==> src/rtl/pipeline_scoreboard.sv <==
// Register scoreboard for in-order issue: per-register latency counters,
// RAW/WAW stall generation, execute-flush cancel and a saturating stall counter.
//
// Ports:
//   clk, rst             clock, synchronous active-high reset
//   issue_valid          decode requests issue
//   rs1_d/rs1_use        source 1 index and use flag
//   rs2_d/rs2_use        source 2 index and use flag
//   rd_d/rd_we/lat_d     destination, write flag, result latency
//   flush_e              cancel the reservation made by last cycle's issue
//   stall_d, issue_ok    hazard stall and issue grant (combinational)
//   busy                 registered per-register pending mask
//   stall_cycles         registered saturating count of stalled cycles
module pipeline_scoreboard #(
  parameter int NREG   = 32,
  parameter int AW     = 5,
  parameter int LATW   = 3,
  parameter int FWD_EN = 1
) (
  input  logic            clk,
  input  logic            rst,
  input  logic            issue_valid,
  input  logic [AW-1:0]   rs1_d,
  input  logic            rs1_use,
  input  logic [AW-1:0]   rs2_d,
  input  logic            rs2_use,
  input  logic [AW-1:0]   rd_d,
  input  logic            rd_we,
  input  logic [LATW-1:0] lat_d,
  input  logic            flush_e,
  output logic            stall_d,
  output logic            issue_ok,
  output logic [NREG-1:0] busy,
  output logic [31:0]     stall_cycles
);

  typedef logic [LATW-1:0] cnt_t;

  localparam cnt_t ONE = cnt_t'(1);
  localparam cnt_t THR = cnt_t'((FWD_EN != 0) ? 1 : 0);

  cnt_t            cnt_q [NREG];
  cnt_t            cnt_d [NREG];
  logic [NREG-1:0] busy_q;
  logic [NREG-1:0] busy_d;
  logic            rec_vld_q;
  logic [AW-1:0]   rec_rd_q;
  logic [31:0]     sc_q;

  cnt_t lat_eff;
  logic raw1;
  logic raw2;
  logic waw;
  logic set_en;
  logic clr_en;

  assign lat_eff = (lat_d == '0) ? ONE : lat_d;

  // Hazards look only at the current counters; a same-cycle
  // issue or flush takes effect from the next cycle.
  assign raw1 = rs1_use && (rs1_d != '0)
                && (cnt_q[rs1_d] > THR);
  assign raw2 = rs2_use && (rs2_d != '0)
                && (cnt_q[rs2_d] > THR);
  assign waw  = rd_we && (rd_d != '0)
                && (cnt_q[rd_d] > ONE);

  assign stall_d  = issue_valid & (raw1 | raw2 | waw);
  assign issue_ok = issue_valid & ~stall_d;

  assign set_en = issue_ok & rd_we & (rd_d != '0);
  assign clr_en = flush_e & rec_vld_q;

  // Priority per register: new reservation > flush > decrement.
  always_comb begin
    for (int r = 0; r < NREG; r++) begin
      cnt_d[r] = (cnt_q[r] != '0) ? cnt_q[r] - ONE : '0;
      if (clr_en && (rec_rd_q == AW'(r)))
        cnt_d[r] = '0;
      if (set_en && (rd_d == AW'(r)))
        cnt_d[r] = lat_eff;
      if (r == 0)
        cnt_d[r] = '0;
      busy_d[r] = (cnt_d[r] != '0);
    end
  end

  always_ff @(posedge clk) begin
    if (rst) begin
      for (int r = 0; r < NREG; r++)
        cnt_q[r] <= '0;
      busy_q    <= '0;
      rec_vld_q <= 1'b0;
      rec_rd_q  <= '0;
      sc_q      <= '0;
    end else begin
      for (int r = 0; r < NREG; r++)
        cnt_q[r] <= cnt_d[r];
      busy_q    <= busy_d;
      rec_vld_q <= set_en;
      if (set_en)
        rec_rd_q <= rd_d;
      if (stall_d && (sc_q != '1))
        sc_q <= sc_q + 32'd1;
    end
  end

  assign busy         = busy_q;
  assign stall_cycles = sc_q;

endmodule
==> config.mk <==
export PLATFORM = sky130hd
export DESIGN_NAME = pipeline_scoreboard
export DESIGN_NICKNAME = d
export VERILOG_FILES = /design/src/rtl/pipeline_scoreboard.sv
export SDC_FILE = /design/constraint.sdc
export NUM_CORES = 1
export LEC_CHECK = 0
export ABC_AREA = 1
export BUFFER_PORTS_ARGS = -buffer_cell sky130_fd_sc_hd__clkbuf_2
export CORE_MARGIN = 4
export CORE_UTILIZATION = 60
export CTS_BUF_LIST = sky130_fd_sc_hd__clkbuf_8
export DETAILED_ROUTE_END_ITERATION = 12
export PLACE_DENSITY = 0.79
export SYNTH_ARGS = -nofsm -noshare
export SYNTH_HDL_FRONTEND = slang
export SYNTH_SLANG_ARGS = --single-unit
==> constraint.sdc <==
create_clock -name clk -period 5.5 [get_ports clk]
set_clock_uncertainty 0.2 [all_clocks]
set_input_delay 0.55 -clock clk [delete_from_list [all_inputs] [get_ports clk]]
set_output_delay 0.55 -clock clk [all_outputs]
set_load 0.005 [all_outputs]
### Word level (Yosys, flattened, before mapping)

Memory sizes are Yosys's and may differ from the RTL's.
Cells that the tools add are included.

* bitwise logic cells: 40
* $add $sub $neg: 32
* multiplexer cells: 129
* magnitude comparators: 3
* eq/ne operators: 63
* reduce and logical (&&, ||, !) cells: 135

Operator list (number)
* $mux 3: 126
* $reduce_bool 3->1: 62
* $eq 5x5->1 const B: 32
* $sub 3x1->3 const B: 31
* $eq 5x4->1 const B: 16
* $logic_and 1x1->1: 69
* $eq 5x3->1 const B: 8
* $or 1x1->1: 34
* $add 32x1->32 const B: 1
* $ne 32x32->1 const B: 1
* $eq 5x2->1 const B: 4
* $reduce_bool 5->1: 3
* $eq 5x1->1 const B: 2
* $gt 3x1->1 const B: 3
* $and 1x1->1: 5
* $logic_not 3->1: 1
* $mux 1: 3
* $not 1->1: 1

* input port bits: 25
* bits in registers: 70
* memories: 1
* bits in writable memories: 96
* output and inout bits: 66

Memory list
* cnt_q: depth 32, width 3, read ports 34, clocked after Yosys merged registers in 0, wr ports 32, line 42 `cnt_t cnt_q [NREG];`

### Logic depth before layout (Yosys ltp)

Gate-level depths: netlist (run 1).

* depth in word-level cells: 13
* depth in mapped cells: 22
* gate-level depth less buffers: 20

### Worst setup path before layout (run 1)

OpenSTA, ideal clock, no wires.

* path kind: input-to-output
* from: in rs2_d[1]
* to: out issue_ok
* arrival: 1.950 ns
* setup slack: 2.800 ns
* stages on the path: 14
* path through: clkbuf_2 > inv_1 > nand2_1 > o21ai_0 > nor2_1 > nand2_1 > nand3_1 > nand2_1 > nand2_1 > nand3_1 > nand3_2 > nor2_4 > buf_4 > buf_4

* word-level cells in the longest chain between the ends: 8
* elaborated cells between the ends (all ways): 10
* those cells by class: 1 x order compare; 5 x bitwise; 3 x reduce/logical; 1 x memory

Ends and longest elaborated chain
* from (decl): line 25 `input logic [AW-1:0] rs2_d,`
* $mem_v2 32x3 / $reduce_bool 5->1 (equally long branches)
* $gt 3x1->1 / $logic_and 1x1->1 (equally long branches): line 64, 63
* $logic_and 1x1->1 (*): line 64 `&& (cnt_q[rs2_d] > THR);`
* $or 1x1->1 (*) (2 in series): line 68 `assign stall_d = issue_valid & (raw1 | raw2 | waw);`
* $and 1x1->1 (*): line 68
* $not 1->1 (*): line 69 `assign issue_ok = issue_valid & ~stall_d;`
* $and 1x1->1 (*): line 69
* to (decl): line 32 `output logic issue_ok,`

Every way passes the cells marked *; elsewhere a longest branch is shown, timed or not.

### Worst setup path after layout (run 1)

* from: in rd_d[4]
* to: out issue_ok

* word-level cells in the longest chain between the ends: 7
* elaborated cells between the ends (all ways): 9
* those cells by class: 1 x order compare; 4 x bitwise; 3 x reduce/logical; 1 x memory

Ends and longest elaborated chain
* from (decl): line 27 `input logic [AW-1:0] rd_d,`
* $mem_v2 32x3 / $reduce_bool 5->1 (equally long branches)
* $gt 3x1->1 / $logic_and 1x1->1 (equally long branches): line 66, 65
* $logic_and 1x1->1 (*): line 66 `&& (cnt_q[rd_d] > ONE);`
* $or 1x1->1 (*): line 68
* $and 1x1->1 (*): line 68
* $not 1->1 (*): line 69
* $and 1x1->1 (*): line 69

Marked as above.

==> qor.csv, run 1 <==
stage,metric,value,unit
logic_synthesis,synth_compound_area_share,6.11,%
die,die_x,139,µm
placed_design,gp_congestion,1.02,
min_path,whs_path_depth,3,
die,die_h,139,µm
global_route,grt_pass1_vias,9780,
power_and_ir_drop,p_leak,6.29,nW
logic_synthesis,synth_top_area_share,31.4,%
worst_setup_path,worstReg2RegStart,cnt_q[9][2]$_SDFF_PP0_,
timing,worst_pin_slew,1140,ps
min_path,holdPathEnd,rec_rd_q[2]$_SDFFE_PP0P_,
logic_synthesis,synth_simple_gate_area_share,41.1,%
placed_design,dpl.hpwl,22000,µm
logic_synthesis,synth-seq-cells,162,
clocking,cts_setup_buffers,0,
placed_design,port_buffers,89,
job,drv_cap,0,
clocking,cts_tree,done,
worst_setup_path,r2r_cells,19,
die,num_rows,47,
placed_design,placed_cell_area,10800,µm²
timing,setup_viol_count_final,0,
placed_design,dp_cells,1952,
die,core-area,16700,µm²
logic_synthesis,yosysTopAreaCell,dfxtp_1,
global_route,grtUsageTotal,30.1,%
logic_synthesis,synth.area.top_cells,"dfxtp_1 (31%), nand2_1 (19%), inv_1 (9.3%), nor2_1 (7.5%), ha_1 (6.2%)",
cells_and_area,final_area,11200,µm²
logic_synthesis,synth_top_family_by_area,simple AND/OR/NAND/NOR gates,
power_and_ir_drop,p_per_area,211,nW/µm²
logic_synthesis,syn_inst,1700,
die,initial_core_util,61.8,%
logic_synthesis,yosysSeqAreaShare,31.4,%
worst_setup_path,start_kind,primary input,
logic_synthesis,yosys_warnings,0,
clocking,clockBufferDepth,2,
worst_setup_path,reg2reg_to,busy[31]$_SDFF_PP0_,
timing,slew_headroom,23.8,%
global_route,grt-ovfl-total,0,
worst_setup_path,cp_cell_sequence,clkbuf_2 > inv_1 > o21ai_0 > a21oi_1 > nand2_1 > nor2_1 > nor2_1 > nand2_1 > nand3_2 > nor2_4 > clkbuf_2,
clocking,clk_pin_slew,90,ps
detailed_routing,drtPass1Iterations,6,
clocking,cts_max_level,4,
clocking,clockRootBuffer,clkbuf_8,
timing,period_share,72.2,%
worst_setup_path,worst-setup-path-type,in -> out,
logic_synthesis,syn_area,10300,µm²
logic_synthesis,synthDistinctLibCells,36,
detailed_routing,num_vias,10800,
status,status,finished clean,
detailed_routing,drt_iter0_drc,1078,
clocking,clock_latency,470,ps
worst_setup_path,rrSetupSlack,1810,ps
clocking,numCtsBuffers,17,
global_route,grt_max_degree,69,
logic_synthesis,synth.area.mux_share,0,%
global_route,antenna_found_initial,0,
logic_synthesis,postSynthAreaPerCell,6.07,µm²
worst_setup_path,cp_max_fo,46,
logic_synthesis,yosys.area_share.adder,6.19,%
die,boundaryPins,91,
worst_setup_path,worstSetupEndpointType,output port,
logic_synthesis,synth-xor-area-share,2.29,%
timing,hold_viol_final,0,
timing,finalCriticalPeriod,3970,ps
cells_and_area,drive_above_1_share,8.79,%
clocking,cts.sinks,162,
timing,rsz0062_at_grt,false,
cells_and_area,area_growth,8.88,%
detailed_routing,viasPerCell,5.46,
cells_and_area,nets,1827,
detailed_routing,drt_wl_total,29500,µm
logic_synthesis,syn-num-nets,1776,
clocking,hold_buffers,0,
worst_setup_path,crit_arrival,3220,ps
die,dieArea,19400,µm²
global_route,grt_pass1_wl,47900,µm
cells_and_area,final_cells,1984,
detailed_routing,antenna_left,0,
detailed_routing,wl_per_cell,14.9,µm
power_and_ir_drop,ir_worst_vdd,0.185,mV
worst_setup_path,slowest_delay,820,ps
timing,fmax,252,MHz
min_path,hold_path_class,in -> reg,
worst_setup_path,crit_slowest_cell,nor2_4,
worst_setup_path,cp.required,4750,ps
cells_and_area,num_antenna_cells,0,
timing,setup_tns,0,ps
clocking,ctsResizeCount,0,
min_path,hold_path_startpoint,rd_d[2],
timing,maxSlewViolCount,0,
detailed_routing,drc,0,
worst max path at each step:
stage	startpoint	end	slack [ps]	cells past startpoint
after global placement	rd_d[4]	busy[31]$_SDFF_PP0_	1550	16
after floorplan	rs2_d[1]	issue_ok	2800	14
after CTS	rd_d[4]	issue_ok	1650	11
after detailed placement	rd_d[4]	busy[31]$_SDFF_PP0_	1450	16
after global routing	rd_d[4]	issue_ok	1390	11
final	rd_d[4]	issue_ok	1530	11
sequential cells by signal, indices dropped and copies added (netlist names):
signal and count:
cnt_q 93, rec_rd_q 5, rec_vld_q 1, stall_cycles 32
busy 31
placed cells by master, fill, tap and decap left out, types with 2 or more instances in the layout:
| cell type | count |
|---|---|
| a21oi_1 | 51 |
| buf_4 | 9 |
| bufinv_16 | 3 |
| clkbuf_2 | 89 |
| clkbuf_8 | 19 |
| clkinv_4 | 2 |
| clkinvlp_4 | 3 |
| dfxtp_1 | 162 |
| ha_1 | 51 |
| inv_1 | 255 |
| inv_2 | 14 |
| inv_6 | 3 |
| nand2_1 | 528 |
| nand2_2 | 2 |
| nand3_1 | 121 |
| nand4_1 | 91 |
| nor2_1 | 206 |
| nor2_2 | 2 |
| nor3_1 | 33 |
| nor4_1 | 8 |
| o211ai_1 | 2 |
| o21ai_0 | 65 |
| o21ai_1 | 2 |
| or2_2 | 3 |
| xnor2_1 | 2 |
| xor2_1 | 25 |
cell families after synthesis:
group | count (synthesis)
XOR/XNOR | 27
adder cells (fa/ha/maj) | 51
AND/OR/NAND/NOR | 1000
flip-flops | 162
AO/OA/AOI/OAI | 123
other | 1
buffers and inverters | 336
cell usage after synthesis (all sizes together):
master	number
nand2	530
and2	1
o21ai	67
o211ai	2
inv	269
nand3b	1
nand4	91
o31ai	1
o41ai	1
clkbuf	35
conb	1
nor4	8
ha	51
xor2	25
nand3	122
xnor2	2
or2	3
buf	31
or3b	1
dfxtp	162
o221ai	1
nor3	34
nor2	209
clkinv	1
a21oi	51
through the flow:
stage	total power [mW]	worst slack, ps	util (%)	hold slack (ps)
2_1_floorplan	1.37	2800	-	274
3_3_place_gp	1.43	1550	64.6	295
5_1_grt	2.46	1390	67.2	163
4_1_cts	2.37	1650	67.2	136
3_5_place_dp	1.43	1450	64.6	309
6_report	2.37	1530	67.2	156
power breakdown:
group / internal [mW] / switching, mW / leakage, nW / total [mW]
Clock: 0.481 / 0.475 / 0.211 / 0.956
Sequential: 1.18 / 0.00700 / 1.31 / 1.19
Combinational: 0.0485 / 0.173 / 4.77 / 0.221
metal layers:
metal | GRT usage, % | up-vias | wire length (µm)
li1 | - | 5408 | -
met1 | 40.7 | 4832 | 12600
met2 | 47.2 | 498 | 13100
met3 | 5.86 | 93 | 2720
met4 | 12.5 | 0 | 1130
met5 | 0 | - | 0
layout make-up:
cell class | instances | area (µm²)
fill | 1608 | 5470
tap | 220 | 275
clock inverter | 13 | 173
timing repair buffer | 98 | 513
sequential | 162 | 3240
inverter | 270 | 1010
clock buffer | 19 | 262
multi-input combinational | 1202 | 5750
worst max-delay path: cells and delay by family:
kind                   cells  cell delay, ps
buffers and inverters      3            1070
AND/OR/NAND/NOR            6            1220
AO/OA/AOI/OAI              2             360
(Power assumes the default switching activity.)
==> run 2, diff against run 1 <==
==> constraint.sdc (replaced) <==
create_clock -name clk -period 4.05 [get_ports clk]
set_clock_uncertainty 0.2 [all_clocks]
set_input_delay 0.405 -clock clk [delete_from_list [all_inputs] [get_ports clk]]
set_output_delay 0.405 -clock clk [all_outputs]
set_load 0.005 [all_outputs]
==> run 2 against run 1 <==
Effect of this change: clock power grew 37%; critical path type unchanged; cell count grew 0.30%; cell area grew 0.77%; total power grew 37%.
==> qor.csv, run 2 (synthesis results as in run 1) <==
stage,metric,value,unit
timing,maxSlewViolCount,0,
worst_setup_path,rrSetupSlack,1120,ps
global_route,grtUsageTotal,29.8,%
global_route,grt_max_degree,108,
cells_and_area,layout_commonest_cell,nand2_1,
worst_setup_path,r2r_cells,17,
timing,finalCriticalPeriod,3340,ps
worst_setup_path,cp_cell_sequence,dlygate4sd3_1 > clkbuf_2 > nor2_1 > nand2_1 > o21ai_0 > a21oi_1 > nand2_1 > nor2_1 > nor2_1 > nand2_1 > nand3_2 > nor2_4 > buf_12 > clkbuf_2,
detailed_routing,antenna_left,0,
worst_setup_path,start_kind,primary input,
clocking,ctsResizeCount,0,
detailed_routing,drt_wl_total,29200,µm
worst_setup_path,worst-setup-path-type,in -> out,
die,initial_core_util,61.8,%
detailed_routing,drtPass1Iterations,6,
cells_and_area,final_area,11300,µm²
worst_setup_path,crit_slowest_cell,dlygate4sd3_1,
timing,fmax,300,MHz
status,status,finished clean,
timing,rsz0062_at_grt,false,
cells_and_area,largest_register_ffs,93,
power_and_ir_drop,p_per_area,285,nW/µm²
placed_design,dpl.hpwl,21400,µm
cells_and_area,fillers,1549,
global_route,grt_pass1_wl,47900,µm
timing,setup_viol_count_final,0,
min_path,whs_path_depth,3,
clocking,numCtsBuffers,17,
worst_setup_path,crit_arrival,2730,ps
die,die_x,139,µm
placed_design,port_buffers,89,
cells_and_area,final_cell_mix,"nand2_1 (528), inv_1 (255), nor2_1 (206)",
cells_and_area,num_antenna_cells,0,
placed_design,gp_congestion,0.985,
clocking,cts_tree,done,
global_route,grt_pass1_vias,9748,
cells_and_area,nets,1833,
timing,hold_viol_final,0,
power_and_ir_drop,p_leak,6.34,nW
worst_setup_path,cp-startpoint,rd_d[2],
cells_and_area,drive_above_1_share,8.98,%
worst_setup_path,worstSetupEndpointType,output port,
detailed_routing,wl_per_cell,14.7,µm
min_path,hold_path_startpoint,rd_d[0],
global_route,antenna_found_initial,0,
worst_setup_path,cp_num_cells,14,
timing,worst_pin_slew,706,ps
timing,slew_headroom,52.9,%
clocking,clockRootBuffer,clkbuf_8,
clocking,cts.sinks,162,
worst_setup_path,slowest_delay,550,ps
die,boundaryPins,91,
die,die_h,139,µm
clocking,clk_pin_slew,90,ps
cells_and_area,final_core_util,67.8,%
die,core-area,16700,µm²
timing,setup_tns,0,ps
cells_and_area,top_register,cnt_q,
clocking,cts_max_level,4,
placed_design,placed_cell_area,10900,µm²
worst_setup_path,crit_buf_inv,4,
placed_design,dp_slack,911,ps
timing,fin_ws,714,ps
detailed_routing,viasPerCell,5.45,
detailed_routing,drc,0,
cells_and_area,area_growth,9.72,%
detailed_routing,drt_iter0_drc,1198,
global_route,grt-ovfl-total,0,
detailed_routing,num_vias,10800,
clocking,clock_latency,470,ps
job,drv_cap,0,
worst_setup_path,cp.required,3440,ps
worst_setup_path,worstReg2RegStart,cnt_q[9][2]$_SDFF_PP0_,
timing,period_share,82.4,%
worst_setup_path,critPathTopFamily,buffers and inverters,
die,num_rows,47,
die,dieArea,19400,µm²
worst_setup_path,cp_max_fo,64,
clocking,clockBufferDepth,2,
power_and_ir_drop,ir_worst_vdd,0.247,mV
min_path,hold_path_class,in -> reg,
==> run 2: cell count changes in the layout (fill, tap and decap cells not counted) <==
cell           change
buf_4              +1
inv_8              +2
clkinv_8           +1
clkinv_2           +2
clkinvlp_4         -3
dlygate4sd3_1      +2
clkbuf_8           -2
buf_12             +3
==> run 2: worst reg2reg max path: cells and delay by family (launching register included) <==
| family | cells | cell delay (ps) |
|---|---|---|
| buffers and inverters | 1 | 400 |
| DFF | 1 | 340 |
| and+or+nand+nor | 16 | 1900 |
==> run 2: repair_timing <==
action / CTS / global route
hold buffers: 2 / 0
endpoints found under the hold margin: 2 / 0
buffers inserted: 0 / 0
==> run 2: report_power, final <==
group,internal (mW),switching (mW)
Sequential,1.60,0.00927
Combinational,0.0739,0.236
Clock,0.631,0.675
==> run 2: worst paths after layout <==
path,endpoint
worst max-delay path,issue_ok
worst min-delay path,rec_rd_q[0]$_SDFFE_PP0P_
worst max register to register,busy[6]$_SDFF_PP0_
worst min register to register,stall_cycles[31]$_SDFFE_PP0P_
==> run 2: cell type report <==
cell class	count	area, µm²	area share [%]
clock inverters	15	199	1.76
clock buffers	17	234	2.07
multi-input cells	1202	5750	50.8
repair buffers	104	601	5.31
inverters	270	1010	8.96
well taps	220	275	2.43
flip-flops and latches	162	3240	28.7
==> run 2: routing by layer <==
metal	global-route usage [%]	wire [µm]	up-vias
li1	-	-	5409
met2	47.6	13100	473
met5	0	0	-
met1	41.0	13000	4897
met4	9.42	772	0
met3	5.66	2360	61
==> run 2: per-stage QoR <==
| stage | cells | power (mW) | hold slack [ps] |
|---|---|---|---|
| 2_1_floorplan | 1700 | 1.86 | 274 |
| 3_3_place_gp | 1956 | 1.95 | 299 |
| 3_5_place_dp | 1956 | 1.95 | 300 |
| 4_1_cts | 1990 | 3.24 | 28.5 |
| 5_1_grt | 1990 | 3.36 | 37.0 |
| 6_report | 1990 | 3.23 | 49.7 |
==> run 3, diff against run 2 <==
==> constraint.sdc (replaced) <==
create_clock -name clk -period 3.3 [get_ports clk]
set_clock_uncertainty 0.2 [all_clocks]
set_input_delay 0.33 -clock clk [delete_from_list [all_inputs] [get_ports clk]]
set_output_delay 0.33 -clock clk [all_outputs]
set_load 0.005 [all_outputs]
==> run 3 against run 2 <==
Effect of this change: setup slack worse by 540 ps; global-route usage is 1.1 points higher; combinational power grew 32%; clock power is 15% higher; highest routed layer unchanged.
==> qor.csv, run 3 (synthesis results as in run 1) <==
stage,metric,value,unit
cells_and_area,final_area,11400,µm²
cells_and_area,num_antenna_cells,0,
die,dieArea,19400,µm²
status,status,finished clean,
die,core-area,16700,µm²
worst_setup_path,cp_cell_sequence,clkbuf_2 > dlygate4sd3_1 > inv_2 > nor2_1 > buf_4 > a21oi_1 > nand2_1 > a21oi_1 > nand3_1 > nand2_1 > nand3_2 > nor2_4 > buf_12 > clkbuf_2,
detailed_routing,drt_wl_total,30100,µm
placed_design,dpl.hpwl,22500,µm
timing,fin_ws,177,ps
power_and_ir_drop,p_per_area,341,nW/µm²
timing,hold_viol_final,0,
worst_setup_path,worst-setup-path-type,in -> out,
clocking,clk_pin_slew,90,ps
power_and_ir_drop,p_leak,6.39,nW
power_and_ir_drop,ir_worst_vdd,0.252,mV
cells_and_area,layout_commonest_cell,nand2_1,
timing,slew_headroom,25.0,%
worst_setup_path,crit_slowest_cell,dlygate4sd3_1,
power_and_ir_drop,switchingPower,1.08,mW
global_route,grtUsageTotal,31.0,%
cells_and_area,final_cell_mix,"nand2_1 (528), inv_1 (256), nor2_1 (203)",
global_route,grt_max_degree,65,
min_path,hold_path_startpoint,lat_d[1],
detailed_routing,num_vias,10900,
power_and_ir_drop,seqPwrFrac,50.9,%
worst_setup_path,slowest_delay,610,ps
power_and_ir_drop,p_sw_share,27.8,%
clocking,cts.sinks,162,
min_path,hold_path_class,in -> reg,
die,initial_core_util,61.8,%
cells_and_area,nets,1841,
power_and_ir_drop,combPwrFrac,10.5,%
placed_design,placed_cell_area,10900,µm²
worst_setup_path,worstReg2RegStart,stall_cycles[4]$_SDFFE_PP0P_,
worst_setup_path,cp_max_fo,23,
cells_and_area,top_register,cnt_q,
worst_setup_path,critPathTopFamily,buffers and inverters,
min_path,holdPathEnd,cnt_q[3][1]$_SDFF_PP0_,
worst_setup_path,crit_arrival,2590,ps
timing,timing.hold.ws,141,ps
power_and_ir_drop,finalPower,3.89,mW
job,drv_cap,0,
placed_design,dp_slack,239,ps
die,num_rows,47,
cells_and_area,largest_register_ffs,93,
die,boundaryPins,91,
global_route,grt-ovfl-total,0,
worst_setup_path,cp.required,2770,ps
worst_setup_path,worstSetupEndpointType,output port,
detailed_routing,drt_iter0_drc,1259,
worst_setup_path,r2r_cells,14,
power_and_ir_drop,p_int,2.81,mW
clocking,clock_latency,470,ps
global_route,grt_pass1_wl,49500,µm
clocking,cts_tree,done,
detailed_routing,wl_per_cell,15.1,µm
global_route,grt_pass1_vias,9971,
clocking,cts_max_level,4,
timing,worst_pin_slew,1120,ps
detailed_routing,viasPerCell,5.46,
placed_design,gp_congestion,0.987,
worst_setup_path,crit_buf_inv,6,
cells_and_area,drive_above_1_share,9.39,%
timing,fmax,320,MHz
worst_setup_path,reg2reg_to,stall_cycles[5]$_SDFFE_PP0P_,
cells_and_area,area_growth,10.6,%
timing,period_share,94.6,%
detailed_routing,drtPass1Iterations,7,
detailed_routing,antenna_left,0,
power_and_ir_drop,clkPwrFrac,38.6,%
die,die_x,139,µm
clocking,numCtsBuffers,17,
global_route,antenna_found_initial,0,
timing,setup_viol_count_final,0,
min_path,whs_path_depth,5,
timing,finalCriticalPeriod,3120,ps
worst_setup_path,start_kind,primary input,
worst_setup_path,rrSetupSlack,420,ps
clocking,clockBufferDepth,2,
detailed_routing,drc,0,
placed_design,port_buffers,89,
timing,setup_tns,0,ps
die,die_h,139,µm
clocking,clockRootBuffer,clkbuf_8,
timing,rsz0062_at_grt,false,
timing,maxSlewViolCount,0,
[run 3: cell count changes in the layout (fill, tap and decap cells not counted), sizes merged]
cell,previous run,this run
buf,13,18
inv,275,271
clkbuf,106,110
dlygate4sd3,2,4
bufinv,3,2
clkinv,7,9
[run 3: worst max path at each step]
stage	to	from	depth (start not counted)	slack, ps
floorplan	stall_cycles[25]$_SDFFE_PP0P_	stall_cycles[4]$_SDFFE_PP0P_	15	990
global placement	stall_cycles[5]$_SDFFE_PP0P_	rs1_d[0]	19	250
detailed placement	stall_cycles[5]$_SDFFE_PP0P_	rs1_d[0]	19	240
CTS	issue_ok	rd_d[2]	11	20
global route	issue_ok	rd_d[0]	14	20
finish	issue_ok	rd_d[0]	14	180
[run 3: through the flow]
step | util [%] | std cells
finish | 68.3 | 1998
detailed placement | 65.3 | 1960
CTS | 68.0 | 1996
global placement | 65.3 | 1960
global route | 68.3 | 1998
floorplan | - | 1700
[run 3: cell type report]
type / instances / area, µm²
Tap cell: 220 / 275
Clock buffer: 20 / 275
Inverter: 270 / 1020
Sequential cell: 162 / 3240
Timing Repair Buffer: 112 / 708
Fill cell: 1594 / 5290
Clock inverter: 12 / 131
Multi-Input combinational cell: 1202 / 5760
[run 3: power by group through the flow]
stage	logic (mW)	registers, mW	clock network [mW]
final	0.408	1.98	1.50
after global routing	0.443	1.98	1.61
after CTS	0.381	1.98	1.52
after detailed placement	0.375	2.03	0
after global placement	0.372	2.03	0
after floorplan	0.261	2.02	0
[run 3: what timing repair did]
action,4_1_cts,5_1_grt
gates resized for setup,2,8
hold endpoints to repair,4,0
setup endpoints to repair,1,30
cloned,0,1
pin swaps,0,1
buffers inserted,0,1
hold buffers,4,0
[run 3: metal layers]
| layer | routed length [µm] | track usage (%) |
|---|---|---|
| met1 | 12800 | 41.8 |
| met2 | 13600 | 50.3 |
| met4 | 946 | 10.9 |
| met3 | 2770 | 5.24 |
| met5 | 0 | 0 |
[run 3: worst min-delay path, cell delays in order]
cell and delay, ps:
clkbuf_2 90, inv_1 100, nand3_1 100, nand3_1 90, inv_1 60
